[src/rtl/tan_series_engine.sv]
`timescale 1ns/1ps
// -----------------------------------------------------------------------------
// tan_series_engine
//
// Fixed-point tan(x) / tanh(x) evaluator. A truncated odd Taylor series
//     f(x) = x * (c0 + x^2*(c1 + x^2*(c2 + ...)))
// is evaluated with Horner's rule, one multiply per cycle, on a single
// shared multiplier. In tanh mode the odd-indexed coefficients change sign.
//
// Parameters
//   WIDTH  signed width of x and result
//   FRAC   fraction bits of x and result (FRAC >= 1)
//   TERMS  number of series terms, 1..8
//
// Ports
//   clk     rising-edge clock
//   rst     asynchronous active-low reset
//   start   request, sampled only while idle or done
//   mode    0 = tan, 1 = tanh, captured together with x on an accepted start
//   x       signed operand, FRAC fraction bits
//   busy    high while a computation is in progress
//   ready   one-cycle pulse when result/ovf have just been updated
//   result  saturated signed result, FRAC fraction bits
//   ovf     result was clamped to the symmetric output range
// -----------------------------------------------------------------------------
module tan_series_engine #(
    parameter int WIDTH = 16,
    parameter int FRAC  = 14,
    parameter int TERMS = 4
) (
    input  logic                    clk,
    input  logic                    rst,
    input  logic                    start,
    input  logic                    mode,
    input  logic signed [WIDTH-1:0] x,
    output logic                    busy,
    output logic                    ready,
    output logic signed [WIDTH-1:0] result,
    output logic                    ovf
);

    // Accumulator and product widths.
    localparam int AW = WIDTH + 4;
    localparam int PW = 2 * WIDTH + 4;
    // Coefficient index width: the ROM always has 8 slots.
    localparam int CW = 3;

    localparam logic [CW-1:0] TOP_IDX  = CW'(TERMS - 1);
    localparam logic [CW-1:0] CNT_INIT = CW'((TERMS >= 2) ? (TERMS - 2) : 0);

    localparam logic signed [PW-1:0]    ROUND_HALF = {{(PW-1){1'b0}}, 1'b1} << (FRAC - 1);
    localparam logic signed [WIDTH-1:0] MAX_VAL    = {1'b0, {(WIDTH-1){1'b1}}};
    localparam logic signed [PW-1:0]    SAT_HI     = {{(PW-WIDTH){1'b0}}, MAX_VAL};
    localparam logic signed [PW-1:0]    SAT_LO     = -SAT_HI;

    // round(a_k * 2^FRAC) for the tan series coefficients, in integer
    // arithmetic: floor((2*num*2^FRAC + den) / (2*den)).
    function automatic logic signed [AW-1:0] coef(input int k);
        longint num;
        longint den;
        longint scaled;
        case (k)
            0:       begin num = 1;      den = 1;         end
            1:       begin num = 1;      den = 3;         end
            2:       begin num = 2;      den = 15;        end
            3:       begin num = 17;     den = 315;       end
            4:       begin num = 62;     den = 2835;      end
            5:       begin num = 1382;   den = 155925;    end
            6:       begin num = 21844;  den = 6081075;   end
            7:       begin num = 929569; den = 638512875; end
            default: begin num = 0;      den = 1;         end
        endcase
        scaled = ((num << (FRAC + 1)) + den) / (2 * den);
        return AW'(scaled);
    endfunction

    typedef enum logic [2:0] {
        IDLE,
        SQUARE,
        HORNER,
        FINAL,
        DONE
    } state_t;

    state_t state_reg;
    state_t state_next;

    logic signed [WIDTH-1:0] x_reg;
    logic                    mode_reg;
    logic signed [AW-1:0]    x2_reg;
    logic signed [AW-1:0]    acc_reg;
    logic [CW-1:0]           cnt_reg;
    logic signed [WIDTH-1:0] result_reg;
    logic                    ovf_reg;

    // Constant coefficient ROMs; slots beyond TERMS are zero and never read.
    logic signed [AW-1:0] rom_tan  [8];
    logic signed [AW-1:0] rom_tanh [8];

    for (genvar gi = 0; gi < 8; gi++) begin : g_rom
        localparam logic signed [AW-1:0] C_VAL = (gi < TERMS) ? coef(gi) : '0;
        assign rom_tan[gi]  = C_VAL;
        // tanh differs from tan only by alternating signs of the terms.
        assign rom_tanh[gi] = (gi % 2 == 1) ? -C_VAL : C_VAL;
    end

    logic [CW-1:0]        coef_idx;
    logic signed [AW-1:0] coef_cur;

    // SQUARE seeds the accumulator with the highest-order coefficient.
    assign coef_idx = (state_reg == SQUARE) ? TOP_IDX : cnt_reg;
    assign coef_cur = mode_reg ? rom_tanh[coef_idx] : rom_tan[coef_idx];

    // Shared multiplier: x*x in SQUARE, acc*x2 in HORNER, acc*x in FINAL.
    logic signed [AW-1:0] x_ext;
    logic signed [AW-1:0] op_a;
    logic signed [AW-1:0] op_b;
    logic signed [PW-1:0] op_a_w;
    logic signed [PW-1:0] op_b_w;
    logic signed [PW-1:0] prod;
    logic signed [PW-1:0] rnd;

    assign x_ext = {{(AW-WIDTH){x_reg[WIDTH-1]}}, x_reg};

    always_comb begin
        op_a = x_ext;
        op_b = x_ext;
        case (state_reg)
            HORNER: begin
                op_a = acc_reg;
                op_b = x2_reg;
            end
            FINAL: begin
                op_a = acc_reg;
                op_b = x_ext;
            end
            default: begin
                op_a = x_ext;
                op_b = x_ext;
            end
        endcase
    end

    assign op_a_w = {{(PW-AW){op_a[AW-1]}}, op_a};
    assign op_b_w = {{(PW-AW){op_b[AW-1]}}, op_b};
    assign prod   = op_a_w * op_b_w;
    // Round half up, then drop the fraction bits (floor for negatives).
    assign rnd    = (prod + ROUND_HALF) >>> FRAC;

    // Symmetric saturation so that negating the input negates the clamp.
    logic signed [WIDTH-1:0] sat_val;
    logic                    sat_ovf;

    always_comb begin
        sat_val = rnd[WIDTH-1:0];
        sat_ovf = 1'b0;
        if (rnd > SAT_HI) begin
            sat_val = MAX_VAL;
            sat_ovf = 1'b1;
        end else if (rnd < SAT_LO) begin
            sat_val = -MAX_VAL;
            sat_ovf = 1'b1;
        end
    end

    // State register.
    always_ff @(posedge clk or negedge rst) begin
        if (!rst) begin
            state_reg <= IDLE;
        end else begin
            state_reg <= state_next;
        end
    end

    // Next-state logic.
    always_comb begin
        state_next = state_reg;
        case (state_reg)
            IDLE: begin
                if (start) state_next = SQUARE;
            end
            SQUARE: begin
                state_next = (TERMS == 1) ? FINAL : HORNER;
            end
            HORNER: begin
                if (cnt_reg == '0) state_next = FINAL;
            end
            FINAL: begin
                state_next = DONE;
            end
            DONE: begin
                state_next = start ? SQUARE : IDLE;
            end
            default: begin
                state_next = IDLE;
            end
        endcase
    end

    // Datapath registers.
    always_ff @(posedge clk or negedge rst) begin
        if (!rst) begin
            x_reg      <= '0;
            mode_reg   <= 1'b0;
            x2_reg     <= '0;
            acc_reg    <= '0;
            cnt_reg    <= '0;
            result_reg <= '0;
            ovf_reg    <= 1'b0;
        end else begin
            case (state_reg)
                IDLE, DONE: begin
                    if (start) begin
                        x_reg    <= x;
                        mode_reg <= mode;
                    end
                end
                SQUARE: begin
                    x2_reg  <= rnd[AW-1:0];
                    acc_reg <= coef_cur;
                    cnt_reg <= CNT_INIT;
                end
                HORNER: begin
                    // Intermediate sums wrap at AW bits; only the final
                    // product is clamped.
                    acc_reg <= coef_cur + rnd[AW-1:0];
                    cnt_reg <= cnt_reg - CW'(1);
                end
                FINAL: begin
                    result_reg <= sat_val;
                    ovf_reg    <= sat_ovf;
                end
                default: begin
                end
            endcase
        end
    end

    assign busy   = (state_reg == SQUARE) || (state_reg == HORNER) || (state_reg == FINAL);
    assign ready  = (state_reg == DONE);
    assign result = result_reg;
    assign ovf    = ovf_reg;

endmodule

[config.mk]
export PLATFORM = sky130hd
export DESIGN_NAME = tan_series_engine
export DESIGN_NICKNAME = d
export VERILOG_FILES = /design/src/rtl/tan_series_engine.sv
export SDC_FILE = /design/constraint.sdc
export NUM_CORES = 1
export LEC_CHECK = 0
export CORE_MARGIN = 1.5
export CORE_UTILIZATION = 69
export CTS_CLUSTER_SIZE = 14
export DETAILED_ROUTE_END_ITERATION = 6
export HOLD_SLACK_MARGIN = 0.06
export PLACE_DENSITY = 0.95
export SLEW_MARGIN = 20
export SYNTH_ARGS = -nofsm -noshare
export SYNTH_HDL_FRONTEND = slang
export SYNTH_SLANG_ARGS = --single-unit
[constraint.sdc]
create_clock -name clk -period 17.2 [get_ports clk]
set_input_delay 2.58 -clock clk [delete_from_list [all_inputs] [get_ports clk]]
set_output_delay 2.58 -clock clk [all_outputs]
set_load 0.05 [all_outputs]
==> impl_metrics.env <==
export IMPL_fin_crit_sh_pct=64.4
export IMPL_final_util_pct=74.9
export IMPL_synth_async_reset_ratio_pct=100
export IMPL_port_buffers=38
export IMPL_yosysSeqAreaShare_pct=10.8
export IMPL_grt_use_met3_pct=9.84
export IMPL_cts_htree_levels=3
export IMPL_synthCells=2094
export IMPL_initial_core_util_pct=70.7
export IMPL_clkTransAtPathRegs_ns=0.06
export IMPL_critPathMaxFanout=44
export IMPL_area_growth_pct=6.03
export IMPL_drive_gt1_share_pct=5.12
export IMPL_overflow=0
export IMPL_firstDrtPassIters=7
export IMPL_yosys_area_share_simple_pct=14.5
export IMPL_cts_root_buffer="clkbuf_16"
export IMPL_core_mm2=0.0261
export IMPL_wl_per_cell_um=22.2
export IMPL_worstMarginPinSlew_ns=1.16
export IMPL_synth_top_family_by_area="adder cells"
export IMPL_synth_edf_count=0
export IMPL_synth_mux_area_share_pct=3.68
export IMPL_die_x_um=167
export IMPL_drcViolationCount=2
export IMPL_grt_pass1_vias=16800
export IMPL_die_h_um=167
export IMPL_cts_setup_buffers=0
export IMPL_regArea_mm2=0.00200
export IMPL_synth_adder_area_share_pct=50.1
export IMPL_synth_cell_type_count=70
export IMPL_timing_hold_ws_ns=0.494
export IMPL_violations="design-rule violations"
export IMPL_r2r_setup_slack_ns=6.13
export IMPL_crit_type="reg -> reg"
export IMPL_grtUsageTotal_pct=41.2
export IMPL_status="complete, but fails checks"
export IMPL_setup_worst_path_start="state_reg[2]$_DFFE_PN0P_"
export IMPL_std_cell_rows=59
export IMPL_nets=2635
export IMPL_gp_congestion=1.00
export IMPL_r2r_end="acc_reg[18]$_DFFE_PN0N_"
export IMPL_finalNonFillerCells=2446
export IMPL_hp_class="reg -> reg"
export IMPL_slew_headroom_pct=21.3
export IMPL_reg2regPathDepth=36
export IMPL_synth_compound_area_share_pct=7.45
export IMPL_worst_setup_path_end_kind="flip-flop"
export IMPL_whs_endpoint="x2_reg[0]$_DFFE_PN0P_"
export IMPL_via_per_inst=6.24
export IMPL_min_period_ns=11.07
export IMPL_die_area_mm2=0.0278
export IMPL_grt_pass1_wl_um=87100
export IMPL_grt_use_met2_pct=67.4
export IMPL_yosys_register_bits=80
export IMPL_synthXorXnorAreaFrac_pct=2.87
export IMPL_antenna_found_initial=1
export IMPL_min_from="x2_reg[0]$_DFFE_PN0P_"
export IMPL_finalMaxSlewViolations=0
export IMPL_setup_viol=0
export IMPL_drv_cap=0
export IMPL_clk_latency_ns=0.34
export IMPL_r2r_start="state_reg[2]$_DFFE_PN0P_"
export IMPL_grt_use_met1_pct=50.0
export IMPL_whs_path_depth=2
export IMPL_grt_setup_unrepaired="no"
export IMPL_ios=39
export IMPL_tns_ns=0
export IMPL_multiInputGateArea_mm2=0.0146
export IMPL_final_common_cell="inv_1"
export IMPL_synthFlopType="dfrtp_1"
export IMPL_cts_repair_resized=0
export IMPL_hold_viol_final=0
export IMPL_fin_skew_ns=0.00798
export IMPL_fillCellCount=1908
export IMPL_final_cell_mix="inv_1 (441), fa_1 (384), nand2_1 (289)"
export IMPL_ant_nets=0
export IMPL_busiest_layer="met2"
export IMPL_dp_hpwl_um=43000
export IMPL_cp_start_kind="flip-flop"
export IMPL_syn_area_mm2=0.0185
export IMPL_avgSynthCellArea_um2=8.82
export IMPL_grt_max_degree=81
export IMPL_ys_warn_count=0
export IMPL_cts_buffer_depth=2
export IMPL_max_stage_delay_ns=0.96
export IMPL_cp_data_required_time_ns=17.41
export IMPL_postCtsHoldBufs=0
export IMPL_slowest_stage="mux2i_1"
export IMPL_syn_nets=2623
export IMPL_fmax_mhz=90.3
export IMPL_dpl_cell_count=2430
export IMPL_vias=15300
export IMPL_drtIter0Drc=1620
export IMPL_tritoncts="done"
export IMPL_clock_sinks=80
export IMPL_cp_arrival_ns=11.29
export IMPL_cts_made_buffers=9
export IMPL_wirelength_um=54200
==> cell usage after synthesis, types with 3 or more instances <==
cell type / count / area share (%)
a211o_1: 4 / 0.19
a211oi_1: 6 / 0.24
a21o_1: 23 / 0.94
a21oi_1: 76 / 2.1
a31oi_1: 10 / 0.34
a41oi_1: 3 / 0.14
and2_1: 5 / 0.17
and3_1: 3 / 0.10
and4_1: 4 / 0.19
buf_1: 6 / 0.12
buf_2: 4 / 0.11
clkbuf_1: 63 / 1.3
dfrtp_1: 80 / 11
fa_1: 384 / 42
ha_1: 125 / 8.5
inv_1: 441 / 9.0
mux2_2: 31 / 1.9
mux2i_1: 33 / 1.8
nand2_1: 289 / 5.9
nand2b_1: 15 / 0.51
nand3_1: 17 / 0.46
nand4_1: 4 / 0.14
nor2_1: 266 / 5.4
nor2b_1: 10 / 0.34
nor3_1: 11 / 0.30
nor4_1: 3 / 0.10
o211ai_1: 8 / 0.33
o21a_1: 3 / 0.12
o21ai_0: 48 / 1.3
o21ai_1: 3 / 0.081
o21bai_1: 3 / 0.12
o31ai_1: 3 / 0.12
or2_2: 6 / 0.20
or3_1: 4 / 0.14
xnor2_1: 42 / 2.0
xor2_1: 16 / 0.76
==> cell families after synthesis <==
family,count (synthesis)
AND/OR/NAND/NOR,648
buffers and inverters,516
adder cells (fa/ha/maj),509
AO/OA/AOI/OAI,218
flip-flops,80
multiplexers,64
XOR/XNOR,59
==> stage by stage <==
step	setup WS [ns]	cell area, um^2
finish	6.13	19600
floorplan	7.21	18500
global placement	6.79	19300
CTS	6.38	19600
detailed placement	6.46	19300
global route	5.62	19600
==> how the worst max path moves through the flow <==
stage	end	slack (ns)	depth (start not counted)
3_3_place_gp	acc_reg[18]$_DFFE_PN0N_	6.79	37
4_1_cts	acc_reg[18]$_DFFE_PN0N_	6.38	37
3_5_place_dp	acc_reg[18]$_DFFE_PN0N_	6.46	37
6_report	acc_reg[18]$_DFFE_PN0N_	6.13	36
2_1_floorplan	acc_reg[18]$_DFFE_PN0N_	7.21	40
5_1_grt	acc_reg[18]$_DFFE_PN0N_	5.62	36
==> metal layers <==
layer / share of wire [%] / vias up
li1: - / 6379
met3: 11 / 292
met5: 0 / -
met4: 7.2 / 0
met2: 47 / 1019
met1: 34 / 7577
==> worst max-delay path: cells and delay by family, from the launching register on <==
family	cells	cell delay (ns)
AOI/OAI and AO/OA	8	2.12
and+or+nand+nor	8	1.65
adders and majority gates	9	4.22
buffers and inverters	8	0.94
DFF	1	0.48
xor gates and xnor gates	2	0.57
muxes	1	0.96
==> final cells by class <==
cell class / count / share of cell area (%)
diodes: 1 / 0.0128
flip-flops and latches: 80 / 10.2
clock inverters: 4 / 0.281
multi-input cells: 1498 / 74.3
well taps: 335 / 2.14
inverters: 442 / 8.47
repair buffers: 75 / 3.37
clock buffers: 11 / 1.19
Power is left out: the tool's default activity adds up to more than one toggle a clock period on the data nets, which glitch-free logic cannot reach.
